## src/rtl/if_id_buffer.sv

```systemverilog
// -----------------------------------------------------------------------------
// if_id_buffer
//
// Two-entry skid buffer at the IF/ID boundary of the pipelined ARMv8 core.
// Each entry carries an instruction word, its PC and its PC+4 link value.
// The main entry drives the decode-side outputs; the skid entry absorbs the
// one extra instruction fetch may issue in the cycle decode stops accepting.
// fetch_ready comes straight from a register so decode backpressure and
// flush never reach the fetch PC write enable combinationally.
//
// Ports:
//   clock               single clock, rising-edge state updates
//   reset               synchronous, active-high
//   instruction_in      instruction word from fetch
//   PC_in               PC of that instruction
//   PC_branch_link_in   PC+4 of that instruction
//   fetch_valid         fetch presents an instruction this cycle
//   fetch_ready         buffer accepts this cycle (fetch PCWrite)
//   flush               redirect: drop every buffered and incoming entry
//   decode_ready        decode consumes the output entry this cycle
//   valid_out           output entry valid
//   instruction_out     output instruction, NOP_INSTR when invalid
//   PC_out              output PC, 0 when invalid
//   PC_branch_link_out  output PC+4, 0 when invalid
//   occupancy           number of valid entries (0..2)
// -----------------------------------------------------------------------------
module if_id_buffer #(
   parameter int          ADDR_WIDTH = 64,
   parameter logic [31:0] NOP_INSTR  = 32'hD503201F
) (
   input  logic                  clock,
   input  logic                  reset,
   input  logic [31:0]           instruction_in,
   input  logic [ADDR_WIDTH-1:0] PC_in,
   input  logic [ADDR_WIDTH-1:0] PC_branch_link_in,
   input  logic                  fetch_valid,
   output logic                  fetch_ready,
   input  logic                  flush,
   input  logic                  decode_ready,
   output logic                  valid_out,
   output logic [31:0]           instruction_out,
   output logic [ADDR_WIDTH-1:0] PC_out,
   output logic [ADDR_WIDTH-1:0] PC_branch_link_out,
   output logic [1:0]            occupancy
);

   // Main entry (visible at the outputs)
   logic                  main_valid_reg, main_valid_next;
   logic [31:0]           main_instr_reg, main_instr_next;
   logic [ADDR_WIDTH-1:0] main_pc_reg,    main_pc_next;
   logic [ADDR_WIDTH-1:0] main_link_reg,  main_link_next;

   // Skid entry (only ever valid while main is valid)
   logic                  skid_valid_reg, skid_valid_next;
   logic [31:0]           skid_instr_reg, skid_instr_next;
   logic [ADDR_WIDTH-1:0] skid_pc_reg,    skid_pc_next;
   logic [ADDR_WIDTH-1:0] skid_link_reg,  skid_link_next;

   logic push;
   logic pop;

   // Accept whenever the skid slot is free; a pop cannot reopen the slot in
   // the same cycle, which keeps this a pure function of registered state.
   assign fetch_ready = !skid_valid_reg;
   assign push        = fetch_valid & fetch_ready;
   assign pop         = main_valid_reg & decode_ready;

   always_comb begin
      main_valid_next = main_valid_reg;
      main_instr_next = main_instr_reg;
      main_pc_next    = main_pc_reg;
      main_link_next  = main_link_reg;
      skid_valid_next = skid_valid_reg;
      skid_instr_next = skid_instr_reg;
      skid_pc_next    = skid_pc_reg;
      skid_link_next  = skid_link_reg;

      if (flush) begin
         // Any same-cycle pop is already consumed by decode; the push is dropped.
         main_valid_next = 1'b0;
         skid_valid_next = 1'b0;
      end else if (skid_valid_reg) begin
         // FULL: fetch is stalled, only a pop can change state.
         if (pop) begin
            main_instr_next = skid_instr_reg;
            main_pc_next    = skid_pc_reg;
            main_link_next  = skid_link_reg;
            skid_valid_next = 1'b0;
         end
      end else if (main_valid_reg) begin
         // ONE
         if (push && pop) begin
            main_instr_next = instruction_in;
            main_pc_next    = PC_in;
            main_link_next  = PC_branch_link_in;
         end else if (push) begin
            skid_valid_next = 1'b1;
            skid_instr_next = instruction_in;
            skid_pc_next    = PC_in;
            skid_link_next  = PC_branch_link_in;
         end else if (pop) begin
            main_valid_next = 1'b0;
         end
      end else begin
         // EMPTY
         if (push) begin
            main_valid_next = 1'b1;
            main_instr_next = instruction_in;
            main_pc_next    = PC_in;
            main_link_next  = PC_branch_link_in;
         end
      end
   end

   // Valid bits are the only state that needs a defined reset value.
   always_ff @(posedge clock) begin
      if (reset) begin
         main_valid_reg <= 1'b0;
         skid_valid_reg <= 1'b0;
      end else begin
         main_valid_reg <= main_valid_next;
         skid_valid_reg <= skid_valid_next;
      end
   end

   // Payload registers are hidden by the output masking while invalid.
   always_ff @(posedge clock) begin
      main_instr_reg <= main_instr_next;
      main_pc_reg    <= main_pc_next;
      main_link_reg  <= main_link_next;
      skid_instr_reg <= skid_instr_next;
      skid_pc_reg    <= skid_pc_next;
      skid_link_reg  <= skid_link_next;
   end

   assign valid_out          = main_valid_reg;
   assign instruction_out    = main_valid_reg ? main_instr_reg : NOP_INSTR;
   assign PC_out             = main_valid_reg ? main_pc_reg    : '0;
   assign PC_branch_link_out = main_valid_reg ? main_link_reg  : '0;
   assign occupancy          = {1'b0, main_valid_reg} + {1'b0, skid_valid_reg};

endmodule

```

## config.mk

```make
export PLATFORM = sky130hd
export DESIGN_NAME = if_id_buffer
export DESIGN_NICKNAME = d
export VERILOG_FILES = /design/src/rtl/if_id_buffer.sv
export SDC_FILE = /design/constraint.sdc
export NUM_CORES = 1
export LEC_CHECK = 0
export ABC_AREA = 0
export BUFFER_PORTS_ARGS = -buffer_cell sky130_fd_sc_hd__buf_2
export CORE_MARGIN = 5
export CORE_UTILIZATION = 40
export CTS_CLUSTER_DIAMETER = 50
export CTS_CLUSTER_SIZE = 20
export DETAILED_ROUTE_END_ITERATION = 12
export HOLD_SLACK_MARGIN = 0.08
export PLACE_DENSITY_LB_ADDON = 0.05
export SLEW_MARGIN = 10
export SYNTH_ARGS = -nofsm -noshare
export SYNTH_HDL_FRONTEND = slang
export SYNTH_SLANG_ARGS = --single-unit
```

## constraint.sdc

```tcl
create_clock -name clock -period 57.4 [get_ports clock]
set_clock_uncertainty 0.15 [all_clocks]
set_input_delay 2.87 -clock clock [delete_from_list [all_inputs] [get_ports clock]]
set_output_delay 2.87 -clock clock [all_outputs]
set_load 0.02 [all_outputs]
```

==> reports/metrics.yaml, run 1 <==
status: "completed"
p_total_uw: 552
path_buf_inv: 2
post_cts_buffers: 0
rsz0062_at_grt: "no"
dpl.hpwl_um: 18400
cts_tree: "yes"
relSlewSlack_pct: 31.5
netlist_top_cells_count: "edfxtp_1 (320), mux2_2 (155), and2_1 (147)"
synth_warnings: 0
yosys.area.top_type: "edfxtp_1"
rows: 65
path_max_fanout: 95
cts_buffer_depth: 3
viasPerCell: 4.83
synth-async-reset-ratio_pct: 0
ir_drop_mv: 0.0224
die_y_um: 190
io_buffers: 328
htree_levels: 2
final_core_util_pct: 50.9
finalSetupTns_ns: 0
dieArea_um2: 35900
total_leakage_power_nw: 6.21
finalNonFillerCells: 1467
dpl_cell_area_um2: 14800
fin_crit_ns: 5.64
timing.critical_path.cells: "buf_4 -> and2_1 -> buf_2"
drv_slew: 0
synth_most_common_cell: "edfxtp_1"
overflow: 0
synth.distinct_cells: 21
drtAntennaViolNets: 0
ctsResizeCount: 0
fin_area_um2: 16200
synth_nets: 863
p_per_area_nw_per_um2: 34.2
fin_crit_sh_pct: 9.82
final_layout_size_suffix_gt1_share_pct: 53.0
die_w_um: 190
core_um2: 31700
worstMarginPinSlew_ns: 1.03
critPathTopFamily: "buffers and inverters"
grt_pass1_wl_um: 43700
synth_ff_type: "edfxtp_1"
gp_congestion: 0.716
totalWireLength_um: 29100
worstSetupPathType: "register to primary output"
clkLatencyLatePin_ns: 0.51
synthTopCellsByArea: "edfxtp_1 (74%), mux2_2 (14%), and2_1 (7.1%), clkbuf_8 (0.96%), buf_6 (0.79%)"
area_growth_pct: 25.2
drt_iter0_markers: 485
n_fill_cell: 2769
finalSetupViolations: 0
clock.fmax_mhz: 177
io_pins: 329
drv_cap: 0
start_util_pct: 40.7
layout.nets: 1201
yosysSeqAreaShare_pct: 74.8
vias: 7091
hold_buffers: 0
finalHoldViolations: 0
ys_ff_latch: 322
grt.total_usage_pct: 15.6
arrival_ns: 2.62
holdCritPathClass: "register to register"
syn_area_per_cell_um2: 18.6
synth_edf_count: 320
crit_path_top_delay_cell: "dfxtp_4"
startpoint_type: "register"
syn_inst: 695
dp.cells: 1396
synth_top_area_share_pct: 74.5
synthesis.area_um2: 12900
cts_sinks: 322
drtPass1Iterations: 4
end_kind: "primary output"
cts_made_buffers: 37
antenna_found_initial: 10
crit_required_ns: 54.38
grt_pass1_vias: 7435
grt_max_degree: 130
crit_path_max_incr_delay_ns: 0.79
post_drt_wl_per_cell_um: 19.8
clkSlewWorstSetupHoldPaths_ns: 0.06
root_buffer: "clkbuf_16"
drcViolationCount: 0
[per-stage QoR]
| step | hold slack [ns] | worst slack, ns |
|---|---|---|
| finish | 0.391 | 51.76 |
| detailed placement | 0.380 | 51.91 |
| global placement | 0.375 | 51.93 |
| CTS | 0.395 | 51.68 |
| global route | 0.406 | 51.54 |
| floorplan | 0.373 | 36.67 |
[cells in the final DEF, fill, tap and decap left out, types with 2 or more instances in the layout]
cell	count
clkinv_4	2
mux2_2	155
a21oi_1	2
bufinv_16	6
buf_4	6
buf_2	328
dfxtp_4	2
clkinv_2	5
and2_1	147
nand2b_1	14
ha_1	3
clkbuf_1	4
inv_6	6
diode_2	3
clkbuf_16	39
inv_1	3
clkinvlp_4	4
edfxtp_1	320
mux2_4	5
[area by class of cell]
cell class | count | area, um2 | share of cell area, %
Sequential cell | 322 | 9660 | 59.8
Multi-Input combinational cell | 334 | 2950 | 18.3
Timing Repair Buffer | 335 | 1710 | 10.6
Clock buffer | 43 | 991 | 6.14
Tap cell | 402 | 503 | 3.11
Clock inverter | 25 | 320 | 1.98
Inverter | 3 | 11.3 | 0.0697
Antenna cell | 3 | 7.51 | 0.0465
[worst paths after layout]
path / endpoint / cells after the start / from / slack (ns)
setup / recovery: PC_branch_link_out[53] / 3 / valid_out / 51.76
hold / removal: main_instr_reg[25] / 1 / skid_instr_reg[25] / 0.39
setup reg to reg: main_pc_reg[45] / 6 / skid_valid_reg / 53.64
hold reg to reg: main_instr_reg[25] / 1 / skid_instr_reg[25] / 0.39
[logic make-up after synthesis]
logic type | synth area share, %
buffers and inverters | 2.43
DFF | 74.8
and+or+nand+nor | 8.00
AOI/OAI and AO/OA | 0.359
muxes | 14.1
adders and majority gates | 0.291
[report_power, final]
| group | internal (mW) | switching [mW] | total [mW] |
|---|---|---|---|
| registers | 0.268 | 0.00236 | 0.270 |
| clock network | 0.153 | 0.0977 | 0.251 |
| logic | 0.0134 | 0.0170 | 0.0303 |
| total | 0.435 | 0.117 | 0.552 |
[layer usage]
| layer | vias to the layer above | part of all wire, % | global-route usage [%] |
|---|---|---|---|
| met3 | 63 | 8.6 | 5.74 |
| li1 | 3283 | - | - |
| met5 | - | 0.30 | 0 |
| met1 | 3480 | 42 | 20.0 |
| met4 | 14 | 2.6 | 4.92 |
| met2 | 251 | 47 | 24.8 |
Power figures use the tool's default switching activity.
==> run 2: changes to the inputs <==
clock period = 5.1 ns   (was 57.4 ns; I/O delays follow)
==> run 2 against run 1 <==
Against the previous run: register-to-register slack got worse by 52 ns; flip-flop and latch count unchanged; die area unchanged; first-iteration DRC count decreased by 16%; critical path type is now register to register; via count increased by 7.3%; critical endpoint is now main_pc_reg[33]; setup slack got worse by 50 ns; clock power increased to 11 times the previous value; global-route usage increased by 0.10 points; power increased to 11 times the previous value; count of clock-buffer cells in the layout decreased by 4.
==> reports/metrics.yaml, run 2 (synthesis gave the netlist of run 1 again) <==
status: "completed"  # unchanged
startpoint_type: "register"  # unchanged
drv_cap: 0  # unchanged
vias: 7611  # was 7091
dieArea_um2: 35900  # unchanged
holdCritPathClass: "input port to register"  # was register to register
dpl.hpwl_um: 18100  # was 18400 um
clock.fmax_mhz: 309
overflow: 0  # unchanged
dpl_cell_area_um2: 14900  # was 14800 um2
total_leakage_power_nw: 6.90  # was 6.21 nW
dp.cells: 1397  # was 1396
viasPerCell: 4.68  # was 4.83
finalSetupTns_ns: 0  # unchanged
ir_drop_mv: 0.306  # was 0.0224 mV
finalHoldViolations: 0  # unchanged
multi_input_comb_area_um2: 2960  # was 2950 um2
antenna_found_initial: 3  # was 10
setup_slack_ns: 1.86  # was 51.76 ns
root_buffer: "clkbuf_16"  # unchanged
end_kind: "register"  # was primary output
die_y_um: 190  # unchanged
arrival_ns: 3.24  # was 2.62 ns
finalNonFillerCells: 1627  # was 1467
die_w_um: 190  # unchanged
gp_congestion: 0.737  # was 0.716
core_um2: 31700  # unchanged
htree_levels: 2  # unchanged
drtAntennaViolNets: 0  # unchanged
drtPass1Iterations: 4  # unchanged
n_fill_cell: 2650  # was 2769
cts_tree: "yes"  # unchanged
post_cts_buffers: 0  # unchanged
io_pins: 329  # unchanged
finalSetupViolations: 0  # unchanged
cts_sinks: 322  # unchanged
worstSetupPathType: "register to register"  # was register to primary output
totalWireLength_um: 29500  # was 29100 um
area_growth_pct: 37.9  # was 25.2%
final_layout_size_suffix_gt1_share_pct: 45.9  # was 53.0%
io_buffers: 328  # unchanged
fin_crit_sh_pct: 63.5
fin_crit_ns: 3.24
mostFrequentLayoutCells: "buf_2 (328), edfxtp_1 (320), dlygate4sd3_1 (164)"  # was buf_2 (328), edfxtp_1 (320), mux2_2 (155)
grt_max_degree: 109  # was 130
p_per_area_nw_per_um2: 351  # was 34.2 nW/um2
clkSlewWorstSetupHoldPaths_ns: 0.06  # about the same
rows: 65  # unchanged
grt_pass1_wl_um: 44900  # was 43700 um
mostFrequentLayoutCell: "buf_2"  # unchanged
drt_iter0_markers: 405  # was 485
hold_ws_ns: 0.293  # was 0.391 ns
cts_made_buffers: 36  # was 37
grt_pass1_vias: 7818  # was 7435
clkLatencyLatePin_ns: 0.51  # about the same
drcViolationCount: 0  # unchanged
post_drt_wl_per_cell_um: 18.1  # was 19.8 um
cts_buffer_depth: 3  # unchanged
worstMarginPinSlew_ns: 1.00  # was 1.03 ns
layout.nets: 1365  # was 1201
crit_required_ns: 5.10  # was 54.38 ns
start_util_pct: 40.7  # unchanged
grt.total_usage_pct: 15.7  # was 15.6%
seq_area_um2: 9660  # unchanged
fin_area_um2: 17800  # was 16200 um2
drv_slew: 0  # unchanged
path_max_fanout: 68  # was 95
rsz0062_at_grt: "no"  # unchanged
relSlewSlack_pct: 33.0  # was 31.5%
regToRegSetupSlack_ns: 1.86  # was 53.64 ns
pre_cts_ws_ns: 1.80  # was 51.91 ns
[run 2: report_power, final]
| part | internal [mW] | switching, mW | total (mW) | leakage [nW] |
|---|---|---|---|---|
| Combinational | 0.237 | 0.216 | 0.452 | 3.32 |
| Sequential | 3.01 | 0.0235 | 3.04 | 2.96 |
| Clock | 1.66 | 1.09 | 2.75 | 0.620 |
[run 2: per-stage QoR]
stage          util [%]  power [mW]
2_1_floorplan         -        3.29
3_3_place_gp       46.9        3.45
3_5_place_dp       46.9        3.45
4_1_cts            56.1        6.33
5_1_grt            56.1        6.49
6_report           56.1        6.24
[run 2: area by class of cell]
class                           count  share of cell area (%)
Timing Repair Buffer              500                    19.0
Clock buffer                       39                    5.25
Sequential cell                   322                    54.3
Antenna cell                        2                  0.0281
Clock inverter                     25                    1.86
Inverter                            3                  0.0774
Tap cell                          402                    2.83
Multi-Input combinational cell    334                    16.7
[run 2: path summary, 6_finish.rpt]
| kind | startpoint | cells after the start | end |
|---|---|---|---|
| max | skid_valid_reg | 5 | main_pc_reg[33] |
| max reg2reg | skid_valid_reg | 5 | main_pc_reg[33] |
| min reg2reg | skid_link_reg[24] | 1 | main_link_reg[24] |
| min | decode_ready | 3 | skid_instr_reg[25] |
[run 2: worst max-delay path: stages (launching register included)]
cell and delay [ns]:
dfxtp_4 0.84, inv_1 0.18, ha_1 0.25, a211o_1 0.30, a21oi_4 0.64, buf_12 0.40
[run 2: what timing repair did]
item / in CTS / in global routing
hold buffers: 164 / 0
endpoints found under the hold margin: 322 / 0
gates resized for setup: 0 / 0
endpoints found under the setup margin: 0 / 0
[run 2: per-layer routing]
metal / GRT usage, % / wire length [um] / vias up
met2: 24.6 / 13800 / 240
met5: 0 / 13 / -
met4: 3.95 / 567 / 2
met1: 21.7 / 13000 / 3715
li1: - / - / 3610
met3: 4.55 / 2100 / 44
